$ cat src/rtl/noc_pipe_arbiter_pkg.sv
// rtl/noc_pipe_arbiter_pkg.sv - shared NOC beat types and arbiter state encoding
package noc_pipe_arbiter_pkg;

    localparam int NOC_LEN_WIDTH  = 16;
    localparam int NOC_DATA_WIDTH = 128;
    localparam int NOC_BEAT_WIDTH = NOC_LEN_WIDTH + NOC_DATA_WIDTH;

    typedef struct packed {
        logic [NOC_LEN_WIDTH-1:0]  len;
        logic [NOC_DATA_WIDTH-1:0] data;
    } noc_data_h_t;

    typedef enum logic {
        IDLE  = 1'b0,
        BURST = 1'b1
    } arb_state_t;

endpackage

$ cat src/rtl/noc_rr_pick.sv
// rtl/noc_rr_pick.sv - combinational round-robin picker starting after the last grant
module noc_rr_pick #(
    parameter int NREQ = 2,
    parameter int IDXW = $clog2(NREQ)
) (
    input  logic [NREQ-1:0] i_eligible,
    input  logic [IDXW-1:0] i_last_grant,
    output logic            o_found,
    output logic [IDXW-1:0] o_pick
);

    localparam logic [IDXW:0] NREQ_W = (IDXW+1)'(NREQ);

    // Scan farthest-first so the nearest eligible index after last_grant wins.
    always_comb begin
        logic [IDXW:0] v_idx;
        o_found = 1'b0;
        o_pick  = '0;
        v_idx   = '0;
        for (int k = NREQ; k >= 1; k--) begin
            v_idx = {1'b0, i_last_grant} + (IDXW+1)'(k);
            if (v_idx >= NREQ_W) begin
                v_idx = v_idx - NREQ_W;
            end
            if (i_eligible[v_idx[IDXW-1:0]]) begin
                o_found = 1'b1;
                o_pick  = v_idx[IDXW-1:0];
            end
        end
    end

endmodule

$ cat src/rtl/noc_pipe_arbiter.sv
// rtl/noc_pipe_arbiter.sv - message-locked round-robin merge of NREQ NOC pipes into one
module noc_pipe_arbiter
    import noc_pipe_arbiter_pkg::*;
#(
    parameter int NREQ       = 2,
    parameter int DATA_WIDTH = NOC_DATA_WIDTH,
    parameter int LEN_WIDTH  = NOC_LEN_WIDTH
) (
    input  logic                                    CLK,
    input  logic                                    RST,
    input  logic [NREQ*(LEN_WIDTH+DATA_WIDTH)-1:0]  in_first,
    input  logic [NREQ-1:0]                         in_first__RDY,
    input  logic [NREQ-1:0]                         in_deq__RDY,
    output logic [NREQ-1:0]                         in_deq__ENA,
    output logic                                    out_enq__ENA,
    output logic [LEN_WIDTH+DATA_WIDTH-1:0]         out_enq_v,
    input  logic                                    out_enq__RDY,
    output logic                                    busy,
    output logic [$clog2(NREQ)-1:0]                 grant_id
);

    localparam int BEAT_W = LEN_WIDTH + DATA_WIDTH;
    localparam int IDXW   = $clog2(NREQ);

    arb_state_t             r_state;
    arb_state_t             w_state_nxt;
    logic                   r_out_valid;
    logic [BEAT_W-1:0]      r_out_data;
    logic [LEN_WIDTH-1:0]   r_remaining;
    logic [IDXW-1:0]        r_last_grant;
    logic [IDXW-1:0]        r_grant_id;

    logic [NREQ-1:0]        w_eligible;
    logic                   w_slot_free;
    logic                   w_found;
    logic [IDXW-1:0]        w_pick;
    logic                   w_pop;
    logic [BEAT_W-1:0]      w_heads [NREQ];
    logic [BEAT_W-1:0]      w_pick_beat;
    logic [BEAT_W-1:0]      w_grant_beat;
    logic [BEAT_W-1:0]      w_pop_beat;
    logic [LEN_WIDTH-1:0]   w_pick_len;

    for (genvar g = 0; g < NREQ; g++) begin : g_heads
        assign w_heads[g] = in_first[g*BEAT_W +: BEAT_W];
    end

    assign w_eligible   = in_first__RDY & in_deq__RDY;
    assign w_slot_free  = !r_out_valid || out_enq__RDY;
    assign out_enq__ENA = r_out_valid && out_enq__RDY;
    assign out_enq_v    = r_out_data;
    assign busy         = (r_state == BURST);
    assign grant_id     = r_grant_id;

    assign w_pick_beat  = w_heads[w_pick];
    assign w_grant_beat = w_heads[r_grant_id];
    assign w_pick_len   = w_pick_beat[BEAT_W-1 -: LEN_WIDTH];
    assign w_pop_beat   = (r_state == IDLE) ? w_pick_beat : w_grant_beat;

    noc_rr_pick #(
        .NREQ (NREQ),
        .IDXW (IDXW)
    ) u_pick (
        .i_eligible   (w_eligible),
        .i_last_grant (r_last_grant),
        .o_found      (w_found),
        .o_pick       (w_pick)
    );

    always_ff @(posedge CLK) begin
        if (RST) begin
            r_state <= IDLE;
        end else begin
            r_state <= w_state_nxt;
        end
    end

    always_comb begin
        w_state_nxt = r_state;
        w_pop       = 1'b0;
        case (r_state)
            IDLE: begin
                if (w_found && w_slot_free) begin
                    w_pop = 1'b1;
                    if (w_pick_len != '0) begin
                        w_state_nxt = BURST;
                    end
                end
            end
            BURST: begin
                // Grant stays locked until the last continuation beat, even if that stalls.
                if (w_eligible[r_grant_id] && w_slot_free) begin
                    w_pop = 1'b1;
                    if (r_remaining == LEN_WIDTH'(1)) begin
                        w_state_nxt = IDLE;
                    end
                end
            end
            default: w_state_nxt = IDLE;
        endcase
    end

    always_comb begin
        in_deq__ENA = '0;
        if (w_pop && !RST) begin
            in_deq__ENA[(r_state == IDLE) ? w_pick : r_grant_id] = 1'b1;
        end
    end

    always_ff @(posedge CLK) begin
        if (RST) begin
            r_out_valid  <= 1'b0;
            r_out_data   <= '0;
            r_remaining  <= '0;
            r_last_grant <= IDXW'(NREQ-1);
            r_grant_id   <= IDXW'(NREQ-1);
        end else begin
            if (w_pop) begin
                r_out_valid <= 1'b1;
                r_out_data  <= w_pop_beat;
                if (r_state == IDLE) begin
                    r_grant_id <= w_pick;
                    if (w_pick_len == '0) begin
                        r_last_grant <= w_pick;
                    end else begin
                        r_remaining <= w_pick_len;
                    end
                end else begin
                    r_remaining <= r_remaining - LEN_WIDTH'(1);
                    if (r_remaining == LEN_WIDTH'(1)) begin
                        r_last_grant <= r_grant_id;
                    end
                end
            end else if (out_enq__ENA) begin
                r_out_valid <= 1'b0;
            end
        end
    end

endmodule

$ cat config.mk
export PLATFORM = sky130hd
export DESIGN_NAME = noc_pipe_arbiter
export DESIGN_NICKNAME = d
export VERILOG_FILES = /design/src/rtl/noc_pipe_arbiter_pkg.sv /design/src/rtl/noc_rr_pick.sv /design/src/rtl/noc_pipe_arbiter.sv
export SDC_FILE = /design/constraint.sdc
export NUM_CORES = 1
export LEC_CHECK = 0
export CAP_MARGIN = 10
export CELL_PAD_IN_SITES_DETAIL_PLACEMENT = 0
export CELL_PAD_IN_SITES_GLOBAL_PLACEMENT = 2
export CORE_UTILIZATION = 21
export CTS_CLUSTER_SIZE = 20
export DETAILED_ROUTE_END_ITERATION = 6
export GPL_TIMING_DRIVEN = 0
export PLACE_DENSITY = 0.85
export SLEW_MARGIN = 20
export SYNTH_ARGS = -nofsm -noshare
export SYNTH_HDL_FRONTEND = slang
export SYNTH_SLANG_ARGS = --single-unit
$ cat constraint.sdc
create_clock -name CLK -period 2.5 [get_ports CLK]
set_input_delay 0.5 -clock CLK [delete_from_list [all_inputs] [get_ports CLK]]
set_output_delay 0.5 -clock CLK [all_outputs]
set_load 0.02 [all_outputs]
==> flow_summary.yaml, run 1 <==
run_status:
  status: "finished, final reports clean"
synthesis:
  synth-simple-area-share: 0.1306
  ys_ff_latch: 164
  yosysSeqAreaShare: 0.4129
  synth_fa_ha_area_frac: 0.003147
  synth_compound_area_frac: 0.2047
  synth_top_area_frac: 0.4129
  synth_top_area_cell: "dfxtp_1"
  synth_top_family_by_area: "compound AO/OA/AOI/OAI gates"
  synth_ff_type: "dfxtp_1"
  netlist_instances: 854
  synth_nets: 1151
  synthMuxAreaShare: 0.1964
  synth-edff-count: 0
  async_flop_share: 0
  yosysWarnings: 0
  yosysUniqueCellTypes: 54
  synth_xor_area_frac: 0
  synth.area.top_cells: "dfxtp_1, mux2i_1, a211oi_1, nor2_1, buf_2"
  syn-mean-instance-area_um2: 9.311
  syn_area_mm2: 0.007951
setup_path:
  cpLargestDelayFamily: "multiplexers"
  arrival_ns: 2.76
  cp.required_ns: 2.86
  r2r-end: "r_remaining[11]"
  critPathMaxFanout: 8
  cp_num_buf_inv: 1
  worst_setup_path_end_kind: "flop"
  reg2regPathDepth: 6
  crit_slowest_cell: "mux2i_1"
  startpoint: "in_first[142]"
  path_cells: "clkdlybuf4s50_1, nor4_1, nand4_1, mux2i_1, o221ai_1, a31oi_1"
  path_class: "in -> reg"
  slowest_delay_ns: 0.78
  cp-start-kind: "input port"
  r2r_slack_ns: 0.23
  reg2reg_from: "busy"
routing:
  drt_pre_antenna_iters: 4
  first_iter_violations: 318
  vias_per_cell: 4.605
  drc: 0
  antenna_left: 0
  wl_per_cell_um: 19.46
  num_vias: 8445
  drt_wl_total_um: 35690
grt:
  top_usage_layer: "met2"
  antenna_found_initial: 2
  use_met3: 0.05014
  use_met1: 0.2139
  grt.overflow.total: 0
  use_met2: 0.3064
  grt_usage: 0.1778
  grt_pass1_wl_um: 51700
  grt_pass1_vias: 8426
  grt_max_degree: 17
floorplanning:
  io_pins: 444
  dieWidth_um: 196.6
  coreArea_mm2: 0.03696
  die_h_um: 196.6
  start_util: 0.2151
  rows: 70
  dieArea_mm2: 0.03865
sta:
  max_slew.worst_pin.slew_ns: 0.9311
  slew_headroom: 0.3615
  holdWs_ns: 0.4965
  hold_viol: 0
  rsz0062_at_grt: "false"
  skew_ns: 0.01137
  maxSlewViolCount: 0
  fin_crit_ns: 2.400
  final-setup-viol-count: 0
  tns_ns: 0
  max_freq_mhz: 416.7
  post-route-period-util: 0.9600
finish:
  layout-drive-gt1-share: 0.07820
  layout_commonest_cell: "clkdlybuf4s50_1"
  area_delta_synth_final_pct: 71.57
  final_area_mm2: 0.01364
  final_cell_mix: "clkdlybuf4s50_1, dfxtp_1, nor2_1, mux2i_1, a211oi_1"
  antenna_cells: 0
  fillCellCount: 3846
  nNetsFinal: 1614
pwr:
  max-vdd-ir-drop_v: 0.0004775
  p_leak_uw: 0.004998
  power_frac_comb: 0.382
  swShare: 0.3492
  seq_power_share: 0.340
  p_per_area_mw_per_mm2: 683.5
  pwr-share-clk: 0.278
  switchingPower_uw: 3256
  internal_power_uw: 6069
cts:
  clk_latency_ns: 0.44
  cts_buffer_depth: 2
  htree_levels: 4
  root_buffer: "clkbuf_16"
  cts_tree: "yes"
  cts_hold_buf: 0
  cts_buffers: 17
  path_clk_slew_ns: 0.07
  clock_sinks: 164
placement:
  place_area_mm2: 0.01301
  dpl.hpwl_um: 28130
  io_buffers: 442
  gp_congestion: 0.8584
worst_hold_path:
  worst_hold_path_type: "reg -> reg"
  min_to: "out_enq_v[98]"
  holdPathStages: 2
  min_from: "out_enq_v[98]"
job:
  cap_violations: 0
## through the flow
step	power [uW]	utilization	worst slack [ns]	cells
floorplan	5089	-	0.06907	854
global placement	6764	0.3519	-1.282	1800
detailed placement	6782	0.3519	-1.298	1800
CTS	9435	0.3685	0.03369	1834
global route	9806	0.3691	0.01513	1834
finish	9325	0.3691	0.09994	1834
## what timing repair did
item	CTS	global route
pin swaps	1	1
gates resized for setup	25	7
setup endpoints to repair	111	9
setup buffers	3	0
## synthesized netlist by cell type (2+ instances only)
cell	number
o32a_1	2
clkbuf_1	34
inv_1	4
and3_1	2
a22oi_1	2
o31a_1	2
o41ai_1	2
buf_6	2
nor4_2	2
dfxtp_1	164
nand4_1	5
o21ai_0	17
mux2i_1	147
a211oi_1	144
o221ai_1	6
nor3b_1	2
nand2_1	11
o31ai_1	3
or3_1	4
and2_1	2
nor3_1	7
o32ai_1	9
mux2_2	8
buf_4	14
nor2_1	152
buf_2	26
ha_1	2
or4_1	2
nor4_1	8
nand3_1	14
a31oi_1	8
nand2b_1	7
buf_1	3
o311ai_0	4
a21oi_1	14
## worst max-delay path by stage
stage | endpoint | cells after the start
finish | r_remaining[3] | 6
global route | r_remaining[3] | 6
CTS | in_deq__ENA[0] | 5
detailed placement | in_deq__ENA[1] | 9
global placement | in_deq__ENA[1] | 9
floorplan | in_deq__ENA[1] | 7
## state kept, by name, indices dropped and copies added (netlist names)
signal        cells
r_out_valid       1
out_enq_v       144
r_last_grant      1
busy              1
r_remaining      16
grant_id          1
## power groups by stage
stage | Clock (uW) | Sequential (uW) | Combinational, uW
after floorplan | 0 | 3570 | 1520
after global placement | 0 | 3210 | 3550
after detailed placement | 0 | 3230 | 3560
after CTS | 2670 | 3170 | 3590
after global routing | 2770 | 3220 | 3820
final | 2600 | 3170 | 3560
## cells by family (layout without fill, tap and decap cells)
family                   count (synthesis)  in the layout
AO/OA/AOI/OAI                          222            222
buffers and inverters                   84            560
adder cells (fa/ha/maj)                  2              2
multiplexers                           155            155
flip-flops                             164            164
AND/OR/NAND/NOR                        227            227
## worst reg2reg max path, cell delays in order, from the launching register on
cell	delay, ns
dfxtp_1	0.34
buf_2	0.26
clkinv_1	0.28
or3_1	0.56
clkbuf_1	0.29
a31oi_1	0.27
o32ai_1	0.12
## routing by layer
| layer | vias to the layer above | routed length (um) |
|---|---|---|
| li1 | 4117 | - |
| met1 | 3958 | 15140 |
| met2 | 333 | 17250 |
| met3 | 35 | 2661 |
| met4 | 2 | 619 |
| met5 | - | 11 |
## cell type report
cell class	instances	area (um^2)	share of cell area
flip-flops and latches	164	3283	0.2407
clock buffers	19	442.9	0.03247
well taps	504	630.6	0.04623
plain buffers	78	402.9	0.02953
multi-input cells	606	4304	0.3155
inverters	5	18.77	0.001376
clock inverters	13	122.6	0.008988
repair buffers	445	4437	0.3252
Note: power is estimated with default switching activity, not from simulation.
==> inputs of run 2 (changes only) <==
CTS_CLUSTER_DIAMETER = 100   (was unset)
SETUP_SLACK_MARGIN = 0.02   (was unset)
==> results of run 2 <==
Same layout as run 1 (identical final DEF). Status: finished, final reports clean.
